## src/rtl/text_writer_if.sv

```systemverilog
// Character-stream and text-buffer write bus for text_writer.
// master drives characters in; slave (the writer) drives buffer writes and cursor status.
interface text_writer_if #(
  parameter int h_disp = 1280,
  parameter int v_disp = 1024
);
  localparam int x_limit    = h_disp / 8;
  localparam int y_limit    = v_disp / 8;
  localparam int addr_width = $clog2(x_limit * y_limit);
  localparam int xw         = $clog2(x_limit);
  localparam int yw         = $clog2(y_limit);

  logic                  in_valid;
  logic [7:0]            in_char;
  logic                  in_ready;
  logic [addr_width-1:0] addr_write;
  logic                  write_enable;
  logic [7:0]            char_write;
  logic [xw-1:0]         cursor_x;
  logic [yw-1:0]         cursor_y;
  logic                  busy;

  modport master (
    output in_valid, in_char,
    input  in_ready, addr_write, write_enable, char_write, cursor_x, cursor_y, busy
  );

  modport slave (
    input  in_valid, in_char,
    output in_ready, addr_write, write_enable, char_write, cursor_x, cursor_y, busy
  );
endinterface

```

## src/rtl/text_writer.sv

```systemverilog
// Terminal-style text writer: turns a character stream into text-buffer writes
// with cursor tracking, control codes, and a full-screen clear on reset or form feed.
module text_writer #(
  parameter int h_disp = 1280,
  parameter int v_disp = 1024
) (
  input  logic          clk,
  input  logic          reset,
  text_writer_if.slave  bus
);
  localparam int x_limit    = h_disp / 8;
  localparam int y_limit    = v_disp / 8;
  localparam int cells      = x_limit * y_limit;
  localparam int addr_width = $clog2(cells);
  localparam int xw         = $clog2(x_limit);
  localparam int yw         = $clog2(y_limit);

  localparam logic [7:0] SPACE = 8'h20;
  localparam logic [7:0] BS    = 8'h08;
  localparam logic [7:0] LF    = 8'h0A;
  localparam logic [7:0] FF    = 8'h0C;
  localparam logic [7:0] CR    = 8'h0D;

  localparam logic [xw-1:0]         X_LAST   = xw'(x_limit - 1);
  localparam logic [yw-1:0]         Y_LAST   = yw'(y_limit - 1);
  localparam logic [addr_width-1:0] ROW_STEP = addr_width'(x_limit);
  // One bit wider than an address so the terminal count is representable for any geometry.
  localparam logic [addr_width:0]   CELLS    = (addr_width + 1)'(cells);

  typedef enum logic {IDLE = 1'b0, CLEAR = 1'b1} state_t;

  state_t                state, state_nxt;
  logic [xw-1:0]         cur_x;
  logic [yw-1:0]         cur_y;
  logic [addr_width-1:0] row_base;
  logic [addr_width-1:0] cur_addr;
  logic [addr_width:0]   clr_cnt;
  logic                  we_p1;
  logic [addr_width-1:0] addr_p1;
  logic [7:0]            char_p1;
  logic                  accept;
  logic [yw-1:0]         y_step;
  logic [addr_width-1:0] base_step;

  function automatic logic is_printable(input logic [7:0] c);
    return (c >= 8'h20) && (c <= 8'h7E);
  endfunction

  assign accept   = bus.in_valid && (state == IDLE);
  assign cur_addr = row_base + addr_width'(cur_x);

  // Row base is carried alongside the row index so no multiply sits on the write path.
  always_comb begin
    y_step    = cur_y + yw'(1);
    base_step = row_base + ROW_STEP;
    if (cur_y == Y_LAST) begin
      y_step    = '0;
      base_step = '0;
    end
  end

  always_ff @(posedge clk or posedge reset) begin
    if (reset) state <= CLEAR;
    else       state <= state_nxt;
  end

  always_comb begin
    state_nxt = state;
    case (state)
      IDLE:  if (accept && (bus.in_char == FF)) state_nxt = CLEAR;
      CLEAR: if (clr_cnt == CELLS)              state_nxt = IDLE;
    endcase
  end

  // Output stage: buffer write strobe, address and data are registered one cycle after acceptance.
  always_ff @(posedge clk or posedge reset) begin
    if (reset) begin
      we_p1    <= 1'b0;
      addr_p1  <= '0;
      char_p1  <= '0;
      cur_x    <= '0;
      cur_y    <= '0;
      row_base <= '0;
      clr_cnt  <= '0;
    end else begin
      we_p1 <= 1'b0;
      case (state)
        CLEAR: begin
          if (clr_cnt != CELLS) begin
            we_p1   <= 1'b1;
            addr_p1 <= clr_cnt[addr_width-1:0];
            char_p1 <= SPACE;
            clr_cnt <= clr_cnt + (addr_width + 1)'(1);
          end
        end
        IDLE: begin
          if (accept) begin
            if (is_printable(bus.in_char)) begin
              we_p1   <= 1'b1;
              addr_p1 <= cur_addr;
              char_p1 <= bus.in_char;
              if (cur_x == X_LAST) begin
                cur_x    <= '0;
                cur_y    <= y_step;
                row_base <= base_step;
              end else begin
                cur_x <= cur_x + xw'(1);
              end
            end else begin
              case (bus.in_char)
                LF: begin
                  cur_x    <= '0;
                  cur_y    <= y_step;
                  row_base <= base_step;
                end
                CR: cur_x <= '0;
                BS: begin
                  if (cur_x != '0) begin
                    cur_x   <= cur_x - xw'(1);
                    we_p1   <= 1'b1;
                    addr_p1 <= cur_addr - addr_width'(1);
                    char_p1 <= SPACE;
                  end
                end
                FF: begin
                  // The entry edge already issues the first clear write, so the count starts at one.
                  cur_x    <= '0;
                  cur_y    <= '0;
                  row_base <= '0;
                  we_p1    <= 1'b1;
                  addr_p1  <= '0;
                  char_p1  <= SPACE;
                  clr_cnt  <= (addr_width + 1)'(1);
                end
                default: ;
              endcase
            end
          end
        end
      endcase
    end
  end

  assign bus.in_ready     = (state == IDLE);
  assign bus.busy         = (state == CLEAR);
  assign bus.write_enable = we_p1;
  assign bus.addr_write   = addr_p1;
  assign bus.char_write   = char_p1;
  assign bus.cursor_x     = cur_x;
  assign bus.cursor_y     = cur_y;
endmodule

```

## src/flat_wrapper.sv

```systemverilog
// flat-port wrapper written by rule: the top's interface ports become plain ports
module text_writer_flat 
#(
  parameter int h_disp = 1280,
  parameter int v_disp = 1024
)
  (clk, reset, bus_in_valid, bus_in_char, bus_in_ready, bus_addr_write, bus_write_enable, bus_char_write, bus_cursor_x, bus_cursor_y, bus_busy);
  text_writer_if #(.h_disp(h_disp), .v_disp(v_disp)) bus_i ();
  input  logic clk;
  input  logic reset;
  input wire logic [$bits(bus_i.in_valid)-1:0] bus_in_valid;
  input wire logic [$bits(bus_i.in_char)-1:0] bus_in_char;
  output wire logic [$bits(bus_i.in_ready)-1:0] bus_in_ready;
  output wire logic [$bits(bus_i.addr_write)-1:0] bus_addr_write;
  output wire logic [$bits(bus_i.write_enable)-1:0] bus_write_enable;
  output wire logic [$bits(bus_i.char_write)-1:0] bus_char_write;
  output wire logic [$bits(bus_i.cursor_x)-1:0] bus_cursor_x;
  output wire logic [$bits(bus_i.cursor_y)-1:0] bus_cursor_y;
  output wire logic [$bits(bus_i.busy)-1:0] bus_busy;
  assign bus_i.in_valid = bus_in_valid;
  assign bus_i.in_char = bus_in_char;
  assign bus_in_ready = bus_i.in_ready;
  assign bus_addr_write = bus_i.addr_write;
  assign bus_write_enable = bus_i.write_enable;
  assign bus_char_write = bus_i.char_write;
  assign bus_cursor_x = bus_i.cursor_x;
  assign bus_cursor_y = bus_i.cursor_y;
  assign bus_busy = bus_i.busy;
  text_writer #(.h_disp(h_disp), .v_disp(v_disp)) u_core (.clk(clk), .reset(reset), .bus(bus_i));
endmodule
```

## config.mk

```make
export PLATFORM = sky130hd
export DESIGN_NAME = text_writer_flat
export DESIGN_NICKNAME = d
export VERILOG_FILES = /design/src/rtl/text_writer_if.sv /design/src/rtl/text_writer.sv /design/src/flat_wrapper.sv
export SDC_FILE = /design/constraint.sdc
export NUM_CORES = 1
export LEC_CHECK = 0
export CAP_MARGIN = 20
export CORE_ASPECT_RATIO = 0.9
export CORE_MARGIN = 1.5
export CORE_UTILIZATION = 60
export DETAILED_ROUTE_END_ITERATION = 6
export HOLD_SLACK_MARGIN = 0.02
export PLACE_DENSITY = 0.84
export SKIP_LAST_GASP = 1
export SLEW_MARGIN = 20
export SYNTH_ARGS = -nofsm -noshare
export SYNTH_HDL_FRONTEND = slang
export SYNTH_SLANG_ARGS = --single-unit
```

## constraint.sdc

```tcl
create_clock -name clk -period 7.1 [get_ports clk]
set_clock_uncertainty 0.2 [all_clocks]
set_input_delay 1.42 -clock clk [delete_from_list [all_inputs] [get_ports clk]]
set_output_delay 1.42 -clock clk [all_outputs]
set_load 0.02 [all_outputs]
```

==> impl_metrics.env <==
export IMPL_synth_edf_count=0
export IMPL_drt_total_wl_mm=10.8
export IMPL_cp_required_ns=7.16
export IMPL_fp_dieW_um=95.3
export IMPL_cts_sinks=71
export IMPL_post_cts_buffers=0
export IMPL_power_mw=1.73
export IMPL_hpwlAfterDp_mm=7.73
export IMPL_drt_iter0_markers=190
export IMPL_crit_path_max_fanout=22
export IMPL_dp_cells=652
export IMPL_start_util=0.616
export IMPL_cts_buffers=9
export IMPL_syn_inst=529
export IMPL_final_core_util=0.715
export IMPL_outcome="finished clean"
export IMPL_portBuffers=51
export IMPL_grt_pass1_wl_mm=18.8
export IMPL_nets=595
export IMPL_use_met3=0.0612
export IMPL_dieHeight_um=86.1
export IMPL_clk_pin_slew_worst_paths_ns=0.08
export IMPL_vias=4068
export IMPL_vdd_drop_max_mv=0.223
export IMPL_p_per_area_nw_per_um2=324
export IMPL_die_area_um2=8210
export IMPL_grtUsageTotal=0.292
export IMPL_routed_via_density=6.09
export IMPL_cts_htree_levels=3
export IMPL_worstPathArrival_ns=4.56
export IMPL_nFillCells=593
export IMPL_busiest_layer="met2"
export IMPL_antennaDiodeCount=0
export IMPL_final_layout_size_suffix_gt1_frac=0.0769
export IMPL_avgSynthCellArea_um2=8.70
export IMPL_netlist_area_um2=4600
export IMPL_final_area_um2=5340
export IMPL_met2_usage=0.458
export IMPL_yosysSeqAreaShare=0.386
export IMPL_globalplace_congestion=0.877
export IMPL_fmax_mhz=222
export IMPL_cts_resized=0
export IMPL_cts_buffer_depth=2
export IMPL_synth_top_area_frac=0.381
export IMPL_cp_start_kind="input pin"
export IMPL_yosys_area_top_type="dfrtp_1"
export IMPL_grt_pass1_vias=3947
export IMPL_ios=52
export IMPL_cap_violations=0
export IMPL_ys_flop_type="dfrtp_1"
export IMPL_tns_ns=0
export IMPL_p_leak_nw=2.28
export IMPL_layout_min_cycle_time_ns=4.50
export IMPL_rsz0062_at_grt="no"
export IMPL_setup_viol=0
export IMPL_placed_cell_area_um2=5130
export IMPL_synth_area_leaders="dfrtp_1, nor2_1, nand2_1"
export IMPL_dr_pass1_iters=4
export IMPL_antenna_found_initial=0
export IMPL_synth_seq_cells=71
export IMPL_grt_max_degree=72
export IMPL_cts_root_buf="clkbuf_8"
export IMPL_cp_end_kind="flip-flop"
export IMPL_drv_slew=0
export IMPL_ys_warn_count=0
export IMPL_wl_per_cell_um=16.2
export IMPL_ant_nets=0
export IMPL_worst_skew_pair_late_latency_ns=0.35
export IMPL_synth_distinct_cells=72
export IMPL_finalHoldViolations=0
export IMPL_overflow=0
export IMPL_syn2layout_area_growth_pct=16.1
export IMPL_synthArstFlopShare=1.00
export IMPL_syn_nets=557
export IMPL_met1_usage=0.401
export IMPL_hold_buffers=0
export IMPL_multi_input_area_um2=2640
export IMPL_route_detailed_drc=0
export IMPL_cts_tree="yes"
export IMPL_relSlewSlack=0.301
export IMPL_crit_type="in2reg"
export IMPL_num_rows=30
export IMPL_core_area_um2=7470
export IMPL_tightest_slew_ns=1.05
export IMPL_hold_class="reg2reg"
export IMPL_finalCritPeriodShare=0.634
export IMPL_seq_area_um2=1780
export IMPL_fin_cells=668
## Yosys cell counts, types with 2 or more instances
library cell	count
a21o_1	6
o31ai_1	11
clkbuf_2	2
nand3_1	16
a221oi_2	2
nor3b_1	3
a41oi_1	2
a21oi_1	28
nor4b_1	3
xor2_1	21
mux2_2	2
nand4_1	8
clkbuf_1	18
nand2b_1	3
and3_4	2
a31oi_1	5
nor2b_1	8
or3_1	5
or2_2	2
or4b_4	2
nor3_1	8
o41ai_1	2
buf_2	4
mux2i_1	2
a22oi_1	3
nor4_1	3
ha_1	16
o21ai_1	3
a221oi_1	4
nor2_1	67
o21ai_0	41
xnor2_1	20
a211oi_1	4
buf_4	2
nand2_1	59
o22ai_1	6
o21a_1	2
inv_1	17
and3_1	7
dfrtp_1	70
and2_1	9
## layout by cell type (no fill, tap or decap), types with 5 or more instances in the layout
cell type	instances
a31oi_1	5
nor2_1	67
and3_1	7
nor3_1	8
clkdlybuf4s50_1	51
nand2_1	59
inv_1	16
nand4_1	8
dfrtp_1	70
xor2_1	21
nand3_1	16
clkbuf_8	10
ha_1	16
o21ai_0	41
a21oi_1	28
o22ai_1	6
and2_1	9
or3_1	5
a21o_1	6
o31ai_1	11
xnor2_1	20
nor2b_1	8
## metal layers
| layer | up-vias | share of wire |
|---|---|---|
| met3 | 20 | 0.063 |
| met2 | 147 | 0.47 |
| met5 | - | 0 |
| li1 | 1964 | - |
| met1 | 1937 | 0.45 |
| met4 | 0 | 0.017 |
## stage by stage
step	hold slack (ns)	worst slack [ns]
after CTS	0.275	2.63
final	0.267	2.60
after global routing	0.288	2.33
after global placement	0.254	2.40
after detailed placement	0.256	2.27
after floorplan	0.258	3.46
## registers in the layout, indices dropped and copies added, names as in the netlist
register	cells
u_core.bus.addr_write	15
u_core.bus.write_enable	1
u_core.bus.char_write	8
u_core.row_base	15
u_core.bus.cursor_y	7
u_core.bus.cursor_x	8
u_core.bus.busy	1
u_core.clr_cnt	16
## logic make-up after synthesis
| group | count (synthesis) | synth area share |
|---|---|---|
| simple gates | 217 | 0.241 |
| xor+xnor | 41 | 0.0780 |
| buf+inv | 44 | 0.0391 |
| mux | 4 | 0.00924 |
| compound gates | 135 | 0.198 |
| flops | 71 | 0.386 |
| fa+ha+maj | 17 | 0.0479 |
## power breakdown
group | leakage [nW] | internal [mW] | switching (mW)
sequential | 0.914 | 0.498 | 0.137
clock | 0.103 | 0.174 | 0.162
combinational | 1.26 | 0.329 | 0.433
total | 2.28 | 1.00 | 0.732
## worst max-delay path: stages
cell and delay [ns]:
clkdlybuf4s50_1 0.55, and4_2 0.34, a41oi_2 0.62, a21oi_1 0.12
nor2_1 0.17, nand2_1 0.39, or2_1 0.48, nand2b_1 0.23
o31ai_1 0.23
## final cells by class
| class | instances | share of cell area |
|---|---|---|
| timing repair buffer | 53 | 0.0984 |
| inverter | 18 | 0.0126 |
| clock inverter | 6 | 0.0129 |
| clock buffer | 10 | 0.0258 |
| multi-input combinational | 414 | 0.495 |
| tap | 96 | 0.0225 |
| sequential | 71 | 0.333 |
## path summary, 6_finish.rpt
path	startpoint	to	slack, ns	cells after the start
max	bus_in_char[6]	u_core.row_base[12]	2.60	9
min	u_core.bus.char_write[6]	u_core.bus.char_write[6]	0.27	2
max reg2reg	u_core.bus.cursor_x[0]	u_core.bus.addr_write[14]	3.70	10
min reg2reg	u_core.bus.char_write[6]	u_core.bus.char_write[6]	0.27	2
max in group asynchronous	reset	u_core.bus.cursor_y[5]	4.65	3
min in group asynchronous	reset	u_core.bus.char_write[7]	1.47	3
No activity file was read; power rests on OpenSTA's default activity.
